File: src/rtl/mem_arbiter_pkg.sv
// mem_arbiter_pkg: shared state encodings, memory op codes and line geometry for the memory arbiter.
package mem_arbiter_pkg;
  localparam int WORD_WIDTH = 32;
  localparam int CACHE_LINE_SIZE = 128;
  localparam logic MEM_OP_READ = 1'b0;
  localparam logic MEM_OP_WRITE = 1'b1;
  typedef enum logic [1:0] {
    ARB_IDLE    = 2'd0,
    ARB_BUSY_IC = 2'd1,
    ARB_BUSY_DC = 2'd2,
    ARB_RELEASE = 2'd3
  } arb_state_t;
  function automatic int line_offset_bits(input int line_width);
    return $clog2(line_width / 8);
  endfunction
endpackage

File: src/rtl/mem_arbiter_if.sv
// mem_arbiter_if: icache, dcache and main-memory line ports seen by the arbiter.
interface mem_arbiter_if #(
  parameter int ADDRESS_WIDTH = 32,
  parameter int LINE_WIDTH = 128
);
  logic                     ic_req;
  logic [ADDRESS_WIDTH-1:0] ic_addr;
  logic [LINE_WIDTH-1:0]    ic_rdata;
  logic                     ic_ready;
  logic                     dc_req;
  logic                     dc_op;
  logic [ADDRESS_WIDTH-1:0] dc_addr;
  logic [LINE_WIDTH-1:0]    dc_wdata;
  logic [LINE_WIDTH-1:0]    dc_rdata;
  logic                     dc_ready;
  logic                     mem_enable;
  logic                     mem_op;
  logic [ADDRESS_WIDTH-1:0] mem_addr;
  logic [LINE_WIDTH-1:0]    mem_wdata;
  logic [LINE_WIDTH-1:0]    mem_rdata;
  logic                     mem_ready;
  modport master (
    input  ic_req, ic_addr, dc_req, dc_op, dc_addr, dc_wdata, mem_rdata, mem_ready,
    output ic_rdata, ic_ready, dc_rdata, dc_ready, mem_enable, mem_op, mem_addr, mem_wdata
  );
  modport slave (
    output ic_req, ic_addr, dc_req, dc_op, dc_addr, dc_wdata, mem_rdata, mem_ready,
    input  ic_rdata, ic_ready, dc_rdata, dc_ready, mem_enable, mem_op, mem_addr, mem_wdata
  );
endinterface

File: src/rtl/mem_arbiter_starve_counter.sv
// mem_arbiter_starve_counter: saturating count of dcache grants taken while an icache fill waits.
module mem_arbiter_starve_counter #(
  parameter int LIMIT = 4,
  parameter int W = $clog2(LIMIT + 1)
) (
  input  logic         clk,
  input  logic         reset,
  input  logic         inc,
  input  logic         clr,
  output logic [W-1:0] count,
  output logic         at_limit
);
  assign at_limit = count == W'(LIMIT);
  always_ff @(posedge clk or posedge reset)
    if (reset) count <= '0;
    else if (clr) count <= '0;
    else if (inc && !at_limit) count <= count + 1'b1;
endmodule

File: src/rtl/mem_arbiter.sv
// mem_arbiter: serialises icache fills and dcache fills/write-backs onto one memory line port.
// Dcache has priority; the starve counter forces an icache grant after STARVE_LIMIT dcache wins.
module mem_arbiter
  import mem_arbiter_pkg::*;
#(
  parameter int ADDRESS_WIDTH = 32,
  parameter int LINE_WIDTH = 128,
  parameter int STARVE_LIMIT = 4
) (
  input logic clk,
  input logic reset,
  mem_arbiter_if.master bus
);
  localparam int OFFSET = line_offset_bits(LINE_WIDTH);
  arb_state_t state, next_state;
  logic grant_dc, grant_ic, done, at_limit;
  logic [ADDRESS_WIDTH-1:0] grant_addr;
  logic [$clog2(STARVE_LIMIT + 1)-1:0] starve_count;
  assign grant_dc = state == ARB_IDLE && bus.dc_req && (!bus.ic_req || !at_limit);
  assign grant_ic = state == ARB_IDLE && bus.ic_req && !grant_dc;
  assign done = bus.mem_ready && (state == ARB_BUSY_IC || state == ARB_BUSY_DC);
  assign grant_addr = grant_dc ? bus.dc_addr : bus.ic_addr;
  mem_arbiter_starve_counter #(.LIMIT(STARVE_LIMIT)) u_starve (
    .clk(clk),
    .reset(reset),
    .inc(grant_dc && bus.ic_req),
    .clr(grant_ic || (grant_dc && !bus.ic_req)),
    .count(starve_count),
    .at_limit(at_limit)
  );
  always_ff @(posedge clk or posedge reset)
    if (reset) state <= ARB_IDLE;
    else state <= next_state;
  always_comb
    next_state = grant_dc             ? ARB_BUSY_DC :
                 grant_ic             ? ARB_BUSY_IC :
                 done                 ? ARB_RELEASE :
                 state == ARB_RELEASE ? ARB_IDLE    : state;
  // Transaction fields are latched at grant so requesters may change inputs afterwards.
  always_ff @(posedge clk or posedge reset)
    if (reset) begin
      bus.mem_enable <= 1'b0;
      bus.mem_op <= MEM_OP_READ;
      bus.mem_addr <= '0;
      bus.mem_wdata <= '0;
      bus.ic_ready <= 1'b0;
      bus.dc_ready <= 1'b0;
      bus.ic_rdata <= '0;
      bus.dc_rdata <= '0;
    end else begin
      bus.ic_ready <= done && state == ARB_BUSY_IC;
      bus.dc_ready <= done && state == ARB_BUSY_DC;
      if (grant_dc || grant_ic) begin
        bus.mem_enable <= 1'b1;
        bus.mem_op <= grant_dc ? bus.dc_op : MEM_OP_READ;
        bus.mem_addr <= {grant_addr[ADDRESS_WIDTH-1:OFFSET], {OFFSET{1'b0}}};
        bus.mem_wdata <= grant_dc ? bus.dc_wdata : '0;
      end else if (done) bus.mem_enable <= 1'b0;
      if (done && state == ARB_BUSY_IC) bus.ic_rdata <= bus.mem_rdata;
      if (done && state == ARB_BUSY_DC && bus.mem_op == MEM_OP_READ) bus.dc_rdata <= bus.mem_rdata;
    end
endmodule

File: src/flat_wrapper.sv
// flat-port wrapper written by rule: the top's interface ports become plain ports
module mem_arbiter_flat import mem_arbiter_pkg::*;
#(
  parameter int ADDRESS_WIDTH = 32,
  parameter int LINE_WIDTH = 128,
  parameter int STARVE_LIMIT = 4
)
  (clk, reset, bus_ic_req, bus_ic_addr, bus_dc_req, bus_dc_op, bus_dc_addr, bus_dc_wdata, bus_mem_rdata, bus_mem_ready, bus_ic_rdata, bus_ic_ready, bus_dc_rdata, bus_dc_ready, bus_mem_enable, bus_mem_op, bus_mem_addr, bus_mem_wdata);
  mem_arbiter_if #(.ADDRESS_WIDTH(ADDRESS_WIDTH), .LINE_WIDTH(LINE_WIDTH)) bus_i ();
  input logic clk;
  input logic reset;
  input wire logic [$bits(bus_i.ic_req)-1:0] bus_ic_req;
  input wire logic [$bits(bus_i.ic_addr)-1:0] bus_ic_addr;
  input wire logic [$bits(bus_i.dc_req)-1:0] bus_dc_req;
  input wire logic [$bits(bus_i.dc_op)-1:0] bus_dc_op;
  input wire logic [$bits(bus_i.dc_addr)-1:0] bus_dc_addr;
  input wire logic [$bits(bus_i.dc_wdata)-1:0] bus_dc_wdata;
  input wire logic [$bits(bus_i.mem_rdata)-1:0] bus_mem_rdata;
  input wire logic [$bits(bus_i.mem_ready)-1:0] bus_mem_ready;
  output wire logic [$bits(bus_i.ic_rdata)-1:0] bus_ic_rdata;
  output wire logic [$bits(bus_i.ic_ready)-1:0] bus_ic_ready;
  output wire logic [$bits(bus_i.dc_rdata)-1:0] bus_dc_rdata;
  output wire logic [$bits(bus_i.dc_ready)-1:0] bus_dc_ready;
  output wire logic [$bits(bus_i.mem_enable)-1:0] bus_mem_enable;
  output wire logic [$bits(bus_i.mem_op)-1:0] bus_mem_op;
  output wire logic [$bits(bus_i.mem_addr)-1:0] bus_mem_addr;
  output wire logic [$bits(bus_i.mem_wdata)-1:0] bus_mem_wdata;
  assign bus_i.ic_req = bus_ic_req;
  assign bus_i.ic_addr = bus_ic_addr;
  assign bus_i.dc_req = bus_dc_req;
  assign bus_i.dc_op = bus_dc_op;
  assign bus_i.dc_addr = bus_dc_addr;
  assign bus_i.dc_wdata = bus_dc_wdata;
  assign bus_i.mem_rdata = bus_mem_rdata;
  assign bus_i.mem_ready = bus_mem_ready;
  assign bus_ic_rdata = bus_i.ic_rdata;
  assign bus_ic_ready = bus_i.ic_ready;
  assign bus_dc_rdata = bus_i.dc_rdata;
  assign bus_dc_ready = bus_i.dc_ready;
  assign bus_mem_enable = bus_i.mem_enable;
  assign bus_mem_op = bus_i.mem_op;
  assign bus_mem_addr = bus_i.mem_addr;
  assign bus_mem_wdata = bus_i.mem_wdata;
  mem_arbiter #(.ADDRESS_WIDTH(ADDRESS_WIDTH), .LINE_WIDTH(LINE_WIDTH), .STARVE_LIMIT(STARVE_LIMIT)) u_core (.clk(clk), .reset(reset), .bus(bus_i));
endmodule
File: config.mk
export PLATFORM = sky130hd
export DESIGN_NAME = mem_arbiter_flat
export DESIGN_NICKNAME = d
export VERILOG_FILES = /design/src/rtl/mem_arbiter_pkg.sv /design/src/rtl/mem_arbiter_if.sv /design/src/rtl/mem_arbiter_starve_counter.sv /design/src/rtl/mem_arbiter.sv /design/src/flat_wrapper.sv
export SDC_FILE = /design/constraint.sdc
export NUM_CORES = 1
export LEC_CHECK = 0
export ABC_AREA = 1
export BUFFER_PORTS_ARGS = -buffer_cell sky130_fd_sc_hd__buf_2
export CORE_AREA = 3 3 289 291
export CTS_CLUSTER_SIZE = 30
export DETAILED_ROUTE_END_ITERATION = 6
export DIE_AREA = 0 0 292 294
export PLACE_DENSITY = 0.5
export SETUP_SLACK_MARGIN = 0.5
export SKIP_LAST_GASP = 1
export SLEW_MARGIN = 25
export SYNTH_ARGS = -nofsm -noshare
export SYNTH_HDL_FRONTEND = slang
export SYNTH_SLANG_ARGS = --single-unit
export TNS_END_PERCENT = 5
File: constraint.sdc
create_clock -name clk -period 17.8 [get_ports clk]
set_clock_uncertainty 0.05 [all_clocks]
set_input_delay 4.45 -clock clk [delete_from_list [all_inputs] [get_ports clk]]
set_output_delay 4.45 -clock clk [all_outputs]
set_load 0.01 [all_outputs]
==> reports/metrics.yaml, run 1 <==
status: "completed"
ys_async_sr_fraction: 1.00
syn_area_per_cell_um2: 9.72
synth_area_mm2: 0.0166
slew_headroom: 0.348
final-hold-violation-count: 0
crit_arrival_ns: 7.02
fin_crit_sh: 0.374
cts_made_buffers: 50
drc_errors: 0
vdd_ir_drop_max_uv: 68.5
reg2reg_depth: 9
grt.total_usage: 0.129
placed_cells: 3417
yosysTopAreaCellShare: 0.634
core_area_mm2: 0.0808
rsz0062_at_grt: "no"
start_util: 0.206
vias: 13738
critPathLaunch: "bus_mem_ready"
grt_max_degree: 130
grt.overflow.total: 0
fill_cells: 8860
gp_congestion: 0.781
clock_sinks: 421
drt_iter0_markers: 562
crit_path_end_kind: "register"
synth_edf_count: 0
die_area_mm2: 0.0858
startpoint_type: "input port"
pin_count: 746
yosys-top-cells-count: "nand2_1, dfrtp_1, inv_1, o21ai_0, o21ai_2"
fmax_ghz: 0.150
fp.dieH_um: 294
synth-seq-cells: 421
slew_violations: 0
drive_gt1_frac: 0.389
final-instance-count-excl-fill: 3504
reg2reg_to: "u_core.bus.dc_rdata[114]"
ctsResizeCount: 0
wl_um: 57200
clk_pin_slew_ns: 0.06
ys.flop_type: "dfrtp_1"
io_buffers: 733
leakagePower_nw: 12.8
die_w_um: 292
first_global_vias: 13907
antenna_found_initial: 12
endpoint: "u_core.bus.ic_rdata[52]"
path_max_fanout: 103
cts_tree: "built"
first_pass_iters: 6
worstMarginPinSlew_ns: 0.978
clk_latency_ns: 0.56
synth_cell_types: 18
areaGrowthSynthToFinish_pct: 36.8
yosysSeqAreaShare: 0.634
root_buffer: "clkbuf_16"
post-route-min-period_ns: 6.66
postSynthCellCount: 1710
vias_per_cell: 3.92
yosys.area.top_type: "dfrtp_1"
crit_type: "in -> reg"
final_core_util: 0.281
timing.rr.start: "u_core.state[0]"
hold_buffers: 0
min_path_type: "reg -> reg"
synth.area.top_cells: "dfrtp_1, nand2_1, o21ai_2"
cts_setup_buffers: 0
fin_nets: 2741
grt_pass1_wl_um: 86600
crit_required_ns: 18.16
yosys_warnings: 0
yosysMostFrequentCell: "nand2_1"
ff2ff_setup_slack_ns: 14.39
finalSetupViolCount: 0
postRouteAntennaNets: 0
p_per_area_mw_per_mm2: 179
fin_total_pwr_mw: 4.08
wl_per_cell_um: 16.3
htreeDepth: 2
cap_violations: 0
cts_max_path_buffers: 3
core.rowCount: 104
fin_tns_setup_ns: 0
dp_hpwl_um: 41600
==> critical path: stages <==
cell and delay [ns]:
buf_2 0.13, nand2_4 0.59, buf_4 0.87, buf_4 0.68
o21ai_0 0.17
==> power by group <==
| part | internal [mW] | switching [mW] | leakage (nW) |
|---|---|---|---|
| registers | 1.36 | 0.210 | 5.36 |
| logic | 0.551 | 0.932 | 6.60 |
| clock network | 0.618 | 0.408 | 0.799 |
==> cell usage in the layout, fill, tap and decap left out, types with 4 or more instances in the layout <==
master	instances
dfrtp_1	421
o21ai_2	120
buf_2	733
bufinv_16	4
o21ai_0	138
conb_1	4
nand2_1	684
inv_1	137
clkbuf_8	5
buf_4	13
ha_1	6
clkbuf_16	53
clkbuf_1	11
nand3_1	88
clkinv_2	8
==> stage by stage <==
step | hold WS, ns | instance area [um2] | setup slack, ns
3_3_place_gp | 0.409 | 21100 | 10.45
6_report | 0.421 | 22700 | 11.14
3_5_place_dp | 0.410 | 21100 | 10.43
5_1_grt | 0.438 | 22700 | 10.75
4_1_cts | 0.426 | 22700 | 11.06
2_1_floorplan | 0.428 | 16600 | 1.58
==> cells by family after synthesis <==
kind of cell | count (synthesis) | share of synthesized area
simple gates | 777 | 0.183
flops | 421 | 0.634
compound gates | 260 | 0.105
buf+inv | 244 | 0.0724
fa+ha+maj | 6 | 0.00452
xor+xnor | 1 | 0.000527
other cells | 1 | 0.000226
==> sequential cells by signal (all words and copies together), names as in the netlist <==
register	count
u_core.bus.mem_wdata	128
u_core.state	2
u_core.bus.dc_ready	1
u_core.bus.ic_rdata	128
u_core.bus.mem_enable	1
u_core.bus.mem_op	1
u_core.bus.ic_ready	1
u_core.bus.dc_rdata	128
u_core.u_starve.count	3
u_core.bus.mem_addr	28
==> worst min-delay path by stage <==
stage / slack (ns) / cells past startpoint / end / startpoint
after detailed placement: 0.41 / 2 / u_core.bus.mem_wdata[26] / u_core.bus.mem_wdata[26]
after global routing: 0.44 / 2 / u_core.bus.dc_rdata[106] / u_core.bus.dc_rdata[106]
after global placement: 0.41 / 2 / u_core.bus.dc_rdata[79] / u_core.bus.dc_rdata[79]
after CTS: 0.43 / 2 / u_core.bus.mem_wdata[21] / u_core.bus.mem_wdata[21]
after floorplan: 0.43 / 2 / u_core.u_starve.count[1] / u_core.u_starve.count[1]
final: 0.42 / 2 / u_core.bus.mem_wdata[76] / u_core.bus.mem_wdata[76]
==> layer usage <==
layer,share of wire,vias to the layer above,wire [um],track usage
li1,-,6733,-,-
met1,0.38,6405,21800,0.147
met2,0.51,506,29000,0.228
met3,0.087,88,4980,0.0453
met4,0.024,6,1380,0.0355
met5,0.00079,-,45,0
==> cell type report <==
class	count	area, um2	share of cell area
flip-flops and latches	421	10500	0.463
repair buffers	747	3790	0.167
diodes	2	5.00	0.000220
clock buffers	69	1440	0.0632
inverters	141	542	0.0238
well taps	1060	1330	0.0583
multi-input cells	1048	4910	0.216
clock inverters	16	193	0.00848
No activity file was read; power rests on OpenSTA's default activity.
==> run 2, diff against run 1 <==
--- a/config.mk
+++ b/config.mk
@@ -7,11 +7,11 @@
 export LEC_CHECK = 0
 export ABC_AREA = 1
 export BUFFER_PORTS_ARGS = -buffer_cell sky130_fd_sc_hd__buf_2
-export CORE_AREA = 3 3 289 291
+export CORE_AREA = 3 3 293 295
 export CTS_CLUSTER_SIZE = 30
 export DETAILED_ROUTE_END_ITERATION = 6
-export DIE_AREA = 0 0 292 294
-export PLACE_DENSITY = 0.5
+export DIE_AREA = 0 0 296 298
+export PLACE_DENSITY = 0.51
 export SETUP_SLACK_MARGIN = 0.5
 export SKIP_LAST_GASP = 1
 export SLEW_MARGIN = 25
==> constraint.sdc (replaced) <==
create_clock -name clk -period 6 [get_ports clk]
set_clock_uncertainty 0.05 [all_clocks]
set_input_delay 1.5 -clock clk [delete_from_list [all_inputs] [get_ports clk]]
set_output_delay 1.5 -clock clk [all_outputs]
set_load 0.01 [all_outputs]
==> reports/metrics.yaml, run 2 (synthesis gave the netlist of run 1 again) <==
grt_pass1_wl_um: 83600  # was 86,600 um
slew_violations: 0  # unchanged
dp_hpwl_um: 41100  # was 41,600 um
root_buffer: "clkbuf_16"  # unchanged
post_dp_cell_area_mm2: 0.0213  # was 0.0211 mm2
gp_congestion: 0.807  # was 0.781
vias_per_cell: 3.89  # was 3.92
cts_max_path_buffers: 3  # unchanged
reg2reg_to: "u_core.bus.mem_wdata[47]"  # was u_core.bus.dc_rdata[114]
cts_tree: "built"  # unchanged
first_global_vias: 13637  # was 13,907
critPathMaxStageDelay_ns: 0.60  # was 0.87 ns
seqPwrFrac: 0.388  # was 0.385
clk_pin_slew_ns: 0.06  # about the same
crit_slowest_cell: "inv_4"  # was buf_4
antenna_found_initial: 10  # was 12
p_clk_frac: 0.240  # was 0.251
core_area_mm2: 0.0834  # was 0.0808 mm2
status: "completed"  # unchanged
cpMostUsedCell: "nand2_1"  # was buf_4
first_pass_iters: 7  # was 6
fin_crit_sh: 0.547
final_cell_mix: "buf_2, nand2_1, dfrtp_1, o21ai_0, inv_1"  # unchanged
rsz0062_at_grt: "no"  # unchanged
vias: 13730  # was 13,738
worstMarginPinSlew_ns: 0.934  # was 0.978 ns
areaGrowthSynthToFinish_pct: 37.2  # was 36.8%
ff_latch_area_mm2: 0.0105  # unchanged
crit_type: "in -> reg"  # unchanged
critPathBufInv: 5  # was 3
leakagePower_nw: 12.8  # about the same
fill_cells: 9064  # was 8,860
post-route-min-period_ns: 3.28
grtUsageMet3: 0.0352  # was 0.0453
switchingPower_mw: 4.60  # was 1.55 mW
htreeDepth: 2  # unchanged
grt.overflow.total: 0  # unchanged
fin_nets: 2748  # was 2,741
startpoint_type: "input port"  # unchanged
ctsResizeCount: 0  # unchanged
timing.rr.start: "u_core.state[0]"  # unchanged
die_w_um: 296  # was 292 um
path_delay_family: "buffers and inverters"  # unchanged
p_comb_frac: 0.371  # was 0.363
cap_violations: 0  # unchanged
grt.total_usage: 0.122  # was 0.129
slew_headroom: 0.378  # was 0.348
crit_required_ns: 6.46  # was 18.16 ns
hold_buffers: 0  # unchanged
clk_latency_ns: 0.56  # about the same
drt_iter0_markers: 579  # was 562
core.rowCount: 106  # was 104
top_usage_layer: "met2"  # unchanged
crit_arrival_ns: 3.74  # was 7.02 ns
ff2ff_setup_slack_ns: 3.05  # was 14.39 ns
pin_count: 746  # unchanged
cts_setup_buffers: 0  # unchanged
p_int_mw: 7.37  # was 2.53 mW
fp.dieH_um: 298  # was 294 um
path_cells: "buf_2 > nand2_1 > inv_2 > nand2_1 > buf_4 > inv_4 > buf_4 > nand2_1 > nand2_1"  # was buf_2 > nand2_4 > buf_4 > buf_4 > o21ai_0
multi_input_area_mm2: 0.00491  # unchanged
postRouteAntennaNets: 0  # unchanged
finalSetupViolCount: 0  # unchanged
io_buffers: 733  # unchanged
use_met2: 0.213  # was 0.228
hold_path_depth: 2  # unchanged
grt_max_degree: 172  # was 130
final_common_cell: "buf_2"  # unchanged
path_max_fanout: 78  # was 103
hp-start: "u_core.bus.dc_rdata[101]"  # was u_core.bus.mem_wdata[76]
placed_cells: 3445  # was 3,417
use_met1: 0.142  # was 0.147
drive_gt1_frac: 0.391  # was 0.389
min_path_type: "reg -> reg"  # unchanged
final-instance-count-excl-fill: 3534  # was 3,504
final-hold-violation-count: 0  # unchanged
fmax_ghz: 0.305
vdd_ir_drop_max_uv: 244  # was 68.5 uV
p_sw_frac: 0.384  # was 0.380
clock_sinks: 421  # unchanged
die_area_mm2: 0.0882  # was 0.0858 mm2
cts_made_buffers: 49  # was 50
crit_path_end_kind: "register"  # unchanged
drc_errors: 0  # unchanged
wl_um: 56400  # was 57,200 um
stdcell_area_mm2: 0.0228  # was 0.0227 mm2
p_per_area_mw_per_mm2: 525  # was 179 mW/mm2
largest_registers: "u_core.bus.dc_rdata: 128 flops, u_core.bus.ic_rdata: 128 flops, u_core.bus.mem_wdata: 128 flops"  # unchanged
wl_per_cell_um: 16.0  # was 16.3 um
start_util: 0.199  # was 0.206
hold_end: "u_core.bus.dc_rdata[101]"  # was u_core.bus.mem_wdata[76]
reg2reg_depth: 10  # was 9
run 2: worst max-delay path by stage:
stage / start / end / slack, ns / cells after the start
after detailed placement: bus_dc_req / u_core.bus.mem_wdata[20] / 2.14 / 9
after global placement: bus_dc_req / u_core.bus.mem_wdata[40] / 2.14 / 9
after floorplan: reset / u_core.bus.dc_rdata[0] / -1.23 / 1
after CTS: bus_dc_req / u_core.bus.mem_wdata[47] / 2.78 / 9
final: bus_dc_req / u_core.bus.mem_wdata[47] / 2.72 / 9
after global routing: bus_dc_req / u_core.bus.mem_wdata[20] / 2.52 / 9
run 2: tightest hold or removal path, stage by stage (launching register included):
cell and delay [ns]:
dfrtp_1 0.33, nand2_1 0.06, o21ai_2 0.05
run 2: cell type report:
class	instances	area share
inverter	141	0.0236
antenna	1	0.000110
clock inverter	15	0.00417
timing repair buffer	755	0.172
tap	1080	0.0593
sequential	421	0.462
multi-input combinational	1048	0.215
clock buffer	73	0.0635
run 2: power by group through the flow:
stage	registers (mW)	clock network [mW]	logic (mW)
2_1_floorplan	5.23	0	2.00
3_3_place_gp	4.67	0	4.53
3_5_place_dp	4.67	0	4.58
4_1_cts	4.66	3.00	4.58
5_1_grt	4.80	3.11	4.98
6_report	4.65	2.88	4.45
run 2: per-layer routing:
metal	part of all wire	up-vias
met5	0.0015	-
met4	0.030	12
met2	0.49	520
met1	0.39	6357
li1	-	6740
met3	0.085	101
run 2: per-stage QoR:
| stage | TNS, ns | worst slack [ns] | util | hold slack (ns) | total power [mW] |
|---|---|---|---|---|---|
| floorplan | -517.62 | -1.23 | - | 0.428 | 7.23 |
| global placement | 0 | 2.14 | 0.255 | 0.409 | 9.20 |
| detailed placement | 0 | 2.14 | 0.255 | 0.409 | 9.26 |
| CTS | 0 | 2.78 | 0.273 | 0.426 | 12.2 |
| global route | 0 | 2.52 | 0.273 | 0.435 | 12.9 |
| finish | 0 | 2.72 | 0.273 | 0.422 | 12.0 |
